## config.mk

```make
export PLATFORM = sky130hd
export DESIGN_NAME = reg_write_arbiter
export DESIGN_NICKNAME = d
export VERILOG_FILES = /design/src/rtl/reg_arb_pkg.sv /design/src/rtl/rr_pick.sv /design/src/rtl/reg_write_arbiter.sv
export SDC_FILE = /design/constraint.sdc
export NUM_CORES = 1
export LEC_CHECK = 0
export ABC_CLOCK_PERIOD_IN_PS = 2100
export CAP_MARGIN = 0
export CORE_UTILIZATION = 36
export DETAILED_ROUTE_END_ITERATION = 12
export MAX_ROUTING_LAYER = met4
export PLACE_DENSITY = 0.79
export SLEW_MARGIN = 10
export SYNTH_ARGS = -nofsm -noshare
export SYNTH_HDL_FRONTEND = slang
export SYNTH_SLANG_ARGS = --single-unit
```

## constraint.sdc

```tcl
create_clock -name clock -period 2.1 [get_ports clock]
set_input_delay 0.63 -clock clock [delete_from_list [all_inputs] [get_ports clock]]
set_output_delay 0.63 -clock clock [all_outputs]
set_load 0.005 [all_outputs]
```

## src/rtl/reg_arb_pkg.sv

```systemverilog
// Shared constants for the register write-port arbiter: FSM state codes, default sizes, stats width.
// The optional write counter is enabled with REG_ARB_STATS_EN.
package reg_arb_pkg;

    typedef enum logic [1:0] {
        ST_IDLE  = 2'b00,
        ST_WRITE = 2'b01
    } arb_state_e;

    localparam int DEF_NUM_REQ = 4;
    localparam int DEF_DATA_W  = 16;
    localparam int STATS_W     = 16;

    function automatic int ptr_width(input int n);
        return (n > 1) ? $clog2(n) : 1;
    endfunction

endpackage

```

## src/rtl/rr_pick.sv

```systemverilog
// Combinational round-robin picker: first asserted req at or after last_ptr+1, wrapping modulo NUM_REQ.
module rr_pick
    import reg_arb_pkg::*;
#(
    parameter int NUM_REQ = DEF_NUM_REQ,
    parameter int PTR_W   = ptr_width(NUM_REQ)
) (
    input  logic [NUM_REQ-1:0] req,
    input  logic [PTR_W-1:0]   last_ptr,
    output logic [PTR_W-1:0]   winner,
    output logic               valid
);

    logic [PTR_W:0]   sum;
    logic [PTR_W-1:0] idx;

    // Walk from the farthest candidate to the nearest so the nearest hit wins.
    always_comb begin
        valid  = 1'b0;
        winner = '0;
        sum    = '0;
        idx    = '0;
        for (int k = NUM_REQ; k >= 1; k--) begin
            sum = {1'b0, last_ptr} + (PTR_W+1)'(k);
            if (sum >= (PTR_W+1)'(NUM_REQ)) sum = sum - (PTR_W+1)'(NUM_REQ);
            idx = sum[PTR_W-1:0];
            if (req[idx]) begin
                valid  = 1'b1;
                winner = idx;
            end
        end
    end

endmodule

```

## src/rtl/reg_write_arbiter.sv

```systemverilog
// Round-robin owner of one register's write port: IDLE arbitrates, WRITE drives one registered write.
// Define REG_ARB_STATS_EN to add the wr_count output.
module reg_write_arbiter
    import reg_arb_pkg::*;
#(
    parameter int NUM_REQ = DEF_NUM_REQ,
    parameter int DATA_W  = DEF_DATA_W
) (
    input  logic                      clock,
    input  logic                      reset,
    input  logic [NUM_REQ-1:0]        req,
    input  logic [NUM_REQ*DATA_W-1:0] wdata,
    output logic [NUM_REQ-1:0]        grant,
    output logic                      should_write,
    output logic [DATA_W-1:0]         new_value,
    output logic                      busy
`ifdef REG_ARB_STATS_EN
   ,output logic [STATS_W-1:0]        wr_count
`endif
);

    localparam int PTR_W = ptr_width(NUM_REQ);

    arb_state_e         state_q, state_d;
    logic [NUM_REQ-1:0] grant_q, grant_d;
    logic               should_write_q, should_write_d;
    logic [DATA_W-1:0]  new_value_q, new_value_d;
    logic               busy_q, busy_d;
    logic [PTR_W-1:0]   last_ptr_q, last_ptr_d;
    logic [PTR_W-1:0]   win_q, win_d;
    logic [PTR_W-1:0]   pick_idx;
    logic               pick_vld;

    rr_pick #(.NUM_REQ(NUM_REQ), .PTR_W(PTR_W)) u_pick (
        .req      (req),
        .last_ptr (last_ptr_q),
        .winner   (pick_idx),
        .valid    (pick_vld)
    );

    always_comb begin
        state_d        = state_q;
        grant_d        = grant_q;
        should_write_d = should_write_q;
        new_value_d    = new_value_q;
        busy_d         = busy_q;
        last_ptr_d     = last_ptr_q;
        win_d          = win_q;
        case (state_q)
            ST_IDLE: begin
                grant_d        = '0;
                should_write_d = 1'b0;
                busy_d         = 1'b0;
                if (pick_vld) begin
                    grant_d[pick_idx] = 1'b1;
                    new_value_d       = wdata[int'(pick_idx)*DATA_W +: DATA_W];
                    should_write_d    = 1'b1;
                    busy_d            = 1'b1;
                    win_d             = pick_idx;
                    state_d           = ST_WRITE;
                end
            end
            ST_WRITE: begin
                // Pointer advances only once the write has actually landed.
                last_ptr_d     = win_q;
                grant_d        = '0;
                should_write_d = 1'b0;
                busy_d         = 1'b0;
                state_d        = ST_IDLE;
            end
            default: begin
                grant_d        = '0;
                should_write_d = 1'b0;
                busy_d         = 1'b0;
                state_d        = ST_IDLE;
            end
        endcase
    end

    always_ff @(posedge clock or posedge reset) begin
        if (reset) begin
            state_q        <= ST_IDLE;
            grant_q        <= '0;
            should_write_q <= 1'b0;
            new_value_q    <= '0;
            busy_q         <= 1'b0;
            last_ptr_q     <= PTR_W'(NUM_REQ-1);
            win_q          <= '0;
        end else begin
            state_q        <= state_d;
            grant_q        <= grant_d;
            should_write_q <= should_write_d;
            new_value_q    <= new_value_d;
            busy_q         <= busy_d;
            last_ptr_q     <= last_ptr_d;
            win_q          <= win_d;
        end
    end

    assign grant        = grant_q;
    assign should_write = should_write_q;
    assign new_value    = new_value_q;
    assign busy         = busy_q;

`ifdef REG_ARB_STATS_EN
    logic [STATS_W-1:0] wr_count_q, wr_count_d;

    always_comb begin
        wr_count_d = wr_count_q;
        if (state_q == ST_WRITE) wr_count_d = wr_count_q + 1'b1;
    end

    always_ff @(posedge clock or posedge reset) begin
        if (reset) wr_count_q <= '0;
        else       wr_count_q <= wr_count_d;
    end

    assign wr_count = wr_count_q;
`endif

endmodule
```

* Word-level counts from Yosys, hierarchy flattened
Index checks and enable logic that the tools add are counted.
** Word-level totals
- Bits in registers :: 27
- Latch bits :: 0
- Memory bits (writable) :: 0
- Memory bits (read-only) :: 0
- Bits of input ports :: 70
- Logic and storage cells :: 58
- Memories :: 0
** Operators by class
- $add $sub $neg :: 8
- Multiply operators :: 0
- Divide/modulo/power cells :: 0
- $lt $le $gt $ge :: 10
- Equal/unequal tests :: 2
- Shifts and indexed selects :: 1
- Multiplexer cells :: 28
- Bitwise gates (word level) :: 0
- Reduce and logical (&&, ||, !) cells :: 3
** Operators by type and width (count)
- $shiftx A64 B7 Y16 :: 1
- $mux W2 :: 10
- $lt A2 B3 Y1 const B :: 5
- $ge A3 B3 Y1 const B :: 4
- $mux W1 :: 11
- $bmux W1 S2 :: 4
- $mux W4 :: 2
- $sub A2 B1 Y2 const B :: 4
- $add A2 B2 Y3 const B :: 2
- $add A2 B1 Y3 const B :: 1
- $add A2 B3 Y3 const B :: 1
- $demux W1 S2 :: 1
- $eq A2 B1 Y1 const B :: 1
- $ge A2 B1 Y1 const B :: 1
- $logic_not A2 Y1 :: 1
- $ne A2 B2 Y1 const B :: 1
- $reduce_and A2 Y1 :: 1
- $logic_and A1 B1 Y1 :: 1

* Logic depth before layout (Yosys ltp)
- Depth in word-level cells :: 15
- Depth in mapped cells :: 7
- Depth with buffers taken out :: 5

* Hierarchy
A second synthesis with hierarchy kept.
** Second synthesis, totals
- Cells, all modules :: 91
- Area, all modules :: 1472.7 µm²
** By module, submodules not included
- reg_write_arbiter :: instances 1, cells each 77, area an instance 1381.3 µm², sequential area each 653.1 µm²
- rr_pick :: instances 1, cells each 14, area an instance 91.3 µm², sequential area each 0.0 µm²

* Worst setup path before layout
OpenSTA, ideal clock, no wires.
- Path type :: input to register
- Start :: input req[3]
- End :: register new_value_q[0], in the netlist new_value[0]
- Library setup time :: 0.140 ns
- Data arrival time :: 1.615 ns
- Path slack :: 0.345 ns
- Stages on the path :: 7
- Path buffers :: 2
- Path through :: nor2b_1 -> a21oi_1 -> o221ai_2 -> buf_6 -> buf_12 -> mux2i_1 -> o221ai_1
** On the way
- Word-level cells in the longest chain between the ends :: 7
** RTL lines
- from (decl) :: line reg_write_arbiter.sv:11 : input logic [NUM_REQ-1:0] req,
- $bmux W1 S2 :: line rr_pick.sv:27 : if (req[idx]) begin
- $mux W1 (not written as such) :: line rr_pick.sv:27
- $mux W2 or $mux W1 (tied branches) (4 in a row) :: line rr_pick.sv:27
- $shiftx A64 B7 Y16 or $reduce_and A2 Y1 (tied branches)
- to (signal assigned) :: line reg_write_arbiter.sv:93 : new_value_q <= new_value_d;
- to (decl) :: line reg_write_arbiter.sv:27 : logic [DATA_W-1:0] new_value_q, new_value_d;
Parallel ways exist; a longest one is shown, timed or not. The select of a mux whose other input is x is not followed.
A chain may end at the register's enable or synchronous reset.

* Worst setup path after layout
- Start :: input req[1]
- End :: register new_value_q[3], in the netlist new_value[3]
Same word-level chain as after synthesis.

==> flow_summary.toml <==
[critical_path]
worstPathArrival_ps = 2140
crit_path_top_delay_cell = "clkdlybuf4s50_1"
crit_type = "in -> reg"
setup.worst_path.start_class = "input port"
critPathCaptureType = "flop"
slowest_delay_ps = 540
regToRegEndpoint = "new_value[3]$_DFFE_PP0P_"
reg2reg_slack_ps = 280
crit_required_ps = 2240
path_buf_inv = 3
crit_family = "buffers and inverters"
cp_cell_sequence = "clkdlybuf4s50_1, a21oi_2, o221ai_4, buf_12, clkbuf_16, mux2i_1, o221ai_1"
reg2regPathDepth = 7
crit_fanout = 7
timing.rr.start = "last_ptr_q[1]$_DFFE_PP1P_"

[global_routing]
grt_pass1_vias = 1275
antenna_found_initial = 0
grt_max_degree = 27
grt_pass1_wl_mm = 5.83
overflow = 0
grt.total_usage_pct = 18.4

[hold_path]
holdPathStages = 2
min_to = "win_q[1]$_DFFE_PP0P_"
hp-start = "win_q[1]$_DFFE_PP0P_"
hold_path.class = "reg -> reg"

[placed_design]
numPortBuffers = 91
dp_cells = 274
dp_hpwl_mm = 2.89
gp_congestion = 0.743

[route]
final_antenna_net_count = 0
dr.pass1.iters = 4
dr.first_iter.drc_count = 51
routed_wl_mm = 4.18
routedWlPerCell_um = 14.8
drc_errors = 0
vias = 1413
via_per_inst = 4.99

[cts]
clkSlewWorstSetupHoldPaths_ps = 80
clock-root-buffer = "clkbuf_8"
clockBufferDepth = 2
clock-sinks = 26
clkLatencyLatePin_ps = 270
cts_tree = "done"
ctsHoldBuffers = 0
h-tree-depth = 1
cts_made_buffers = 3

[die]
die_area_um2 = 4300
ioPinCount = 92
fp-row-count = 22
coreArea_um2 = 3770
die-height_um = 65.6
die_w_um = 65.6
initial_core_util_pct = 38.6

[layout]
layout-drive-gt1-share_pct = 14.0
nets = 306
instances_no_fill = 283
n_antenna_cell = 0
area_growth_pct = 82.7

[sta]
slew_viol_final = 0
setup_viol = 0
fin_worst_skew_ps = 11.0
rsz0062_at_grt = "no"
clock.fmax_mhz = 499
finalCritPeriodShare_pct = 95.3
min_period_ps = 2000
hold_viol = 0
relSlewSlack_pct = 77.9
tightest_slew_ps = 331

[power]
p_sw_share_pct = 30.9
intPower_w = 0.00197
ir_worst_vdd_v = 0.000479
power_frac_comb_pct = 55.2
power.total_w = 0.00285
p_leak_nw = 1.22
switchingPower_w = 0.000883
seqPwrFrac_pct = 30.3
p_per_area_nw_per_um2 = 1070
power_frac_clock_pct = 14.5

[synth]
yosys_warnings = 0
syn_avg_cell_area_um2 = 11.1
synth.distinct_cells = 22
syn-num-nets = 201
synthCells = 131
synth_seq_cells = 26
syn_area_um2 = 1460
synth_seq_area_share_pct = 44.8

[status]
outcome = "completed"

[job]
maxCapViolCount = 0
## routing by layer
metal | vias up | track usage [%] | wire (um)
met2 | 66 | 27.2 | 1970
met5 | - | - | 0
met4 | 0 | 6.52 | 35
li1 | 684 | - | -
met3 | 2 | 5.73 | 322
met1 | 661 | 23.6 | 1860
## repair_timing
action	in CTS	in global routing
pin swaps	0	3
setup buffers	0	1
cloned	0	4
resized for setup	0	8
endpoints found under the setup margin	1	16
## sequential cells by signal, indices dropped and copies added, names as in the netlist
signal,cells
busy,1
win_q,2
grant,4
last_ptr_q,2
state_q,1
new_value,16
## cell families after synthesis
kind of cell	count (synthesis)	synth area share, %
buffers and inverters	14	8.76
AOI/OAI and AO/OA	23	13.0
and+or+nand+nor	34	9.97
muxes	34	23.5
DFF	26	44.8
## cell usage in the layout, fill, tap and decap left out, drive strengths merged, types with 4 or more instances in the layout
| cell | instances |
|---|---|
| buf | 16 |
| clkbuf | 6 |
| clkdlybuf4s50 | 89 |
| dfrtp | 24 |
| inv | 4 |
| mux2i | 33 |
| nand2 | 23 |
| nand2b | 4 |
| nor2 | 4 |
| o221ai | 17 |
## power by group through the flow
| stage | clock [W] | combinational, W | sequential [W] |
|---|---|---|---|
| CTS | 0.000420 | 0.00138 | 0.000861 |
| finish | 0.000413 | 0.00158 | 0.000866 |
| floorplan | 0 | 0.000735 | 0.000862 |
| global route | 0.000438 | 0.00169 | 0.000894 |
| global placement | 0 | 0.00136 | 0.000863 |
| detailed placement | 0 | 0.00137 | 0.000864 |
## synthesized netlist by cell type
cell      number  share of area, %
mux2_2         1              0.77
nand2b_1       4               1.7
mux2i_1       33                23
buf_8          1               1.0
inv_1          2              0.52
a21oi_1        3               1.0
buf_6          2               1.5
inv_2          2              0.52
o221ai_2       1               1.0
o221ai_1      16               9.6
nor2b_1        2              0.86
o21ai_0        1              0.34
dfstp_2        2               3.6
dfrtp_1       24                41
nand2_1       23               5.9
buf_4          4               2.1
buf_12         2               2.7
buf_2          1              0.34
a21o_1         1              0.52
a31oi_1        1              0.43
nor2_1         4               1.0
and3_1         1              0.43
## metrics by stage
step                hold slack (ps)  setup slack [ps]  cell area (um2)  setup TNS [ps]  utilization, %
floorplan                       440               345             1460               0               -
global placement                457              -256             2460           -3500            65.1
detailed placement              458              -283             2460           -4130            65.1
CTS                             488             -15.5             2530           -15.5            67.0
global route                    496              6.61             2660               0            70.6
finish                          481              97.7             2660               0            70.6
## worst register-to-register path, cell delays in order, from the launching register on
cell	delay (ps)
dfstp_2	600
nand2b_1	140
a21oi_2	70
o221ai_4	220
buf_12	180
clkbuf_16	160
mux2i_1	200
o221ai_1	130
## worst max path at each step
stage	end	cells after the start	slack (ps)	from
detailed placement	new_value[3]$_DFFE_PP0P_	7	-280	req[3]
floorplan	new_value[0]$_DFFE_PP0P_	7	350	req[3]
CTS	new_value[3]$_DFFE_PP0P_	7	-20	req[3]
finish	new_value[3]$_DFFE_PP0P_	7	100	req[1]
global route	new_value[15]$_DFFE_PP0P_	8	7	req[1]
global placement	new_value[8]$_DFFE_PP0P_	7	-260	req[3]
## cell type report
type / count / area, um2
Sequential cell: 26 / 653
Inverter: 4 / 15.0
Clock buffer: 3 / 41.3
Fill cell: 289 / 1110
Multi-Input combinational cell: 91 / 706
Timing Repair Buffer: 110 / 1160
Clock inverter: 1 / 30.0
Tap cell: 48 / 60.1
Note: power is estimated with default switching activity, not from simulation.
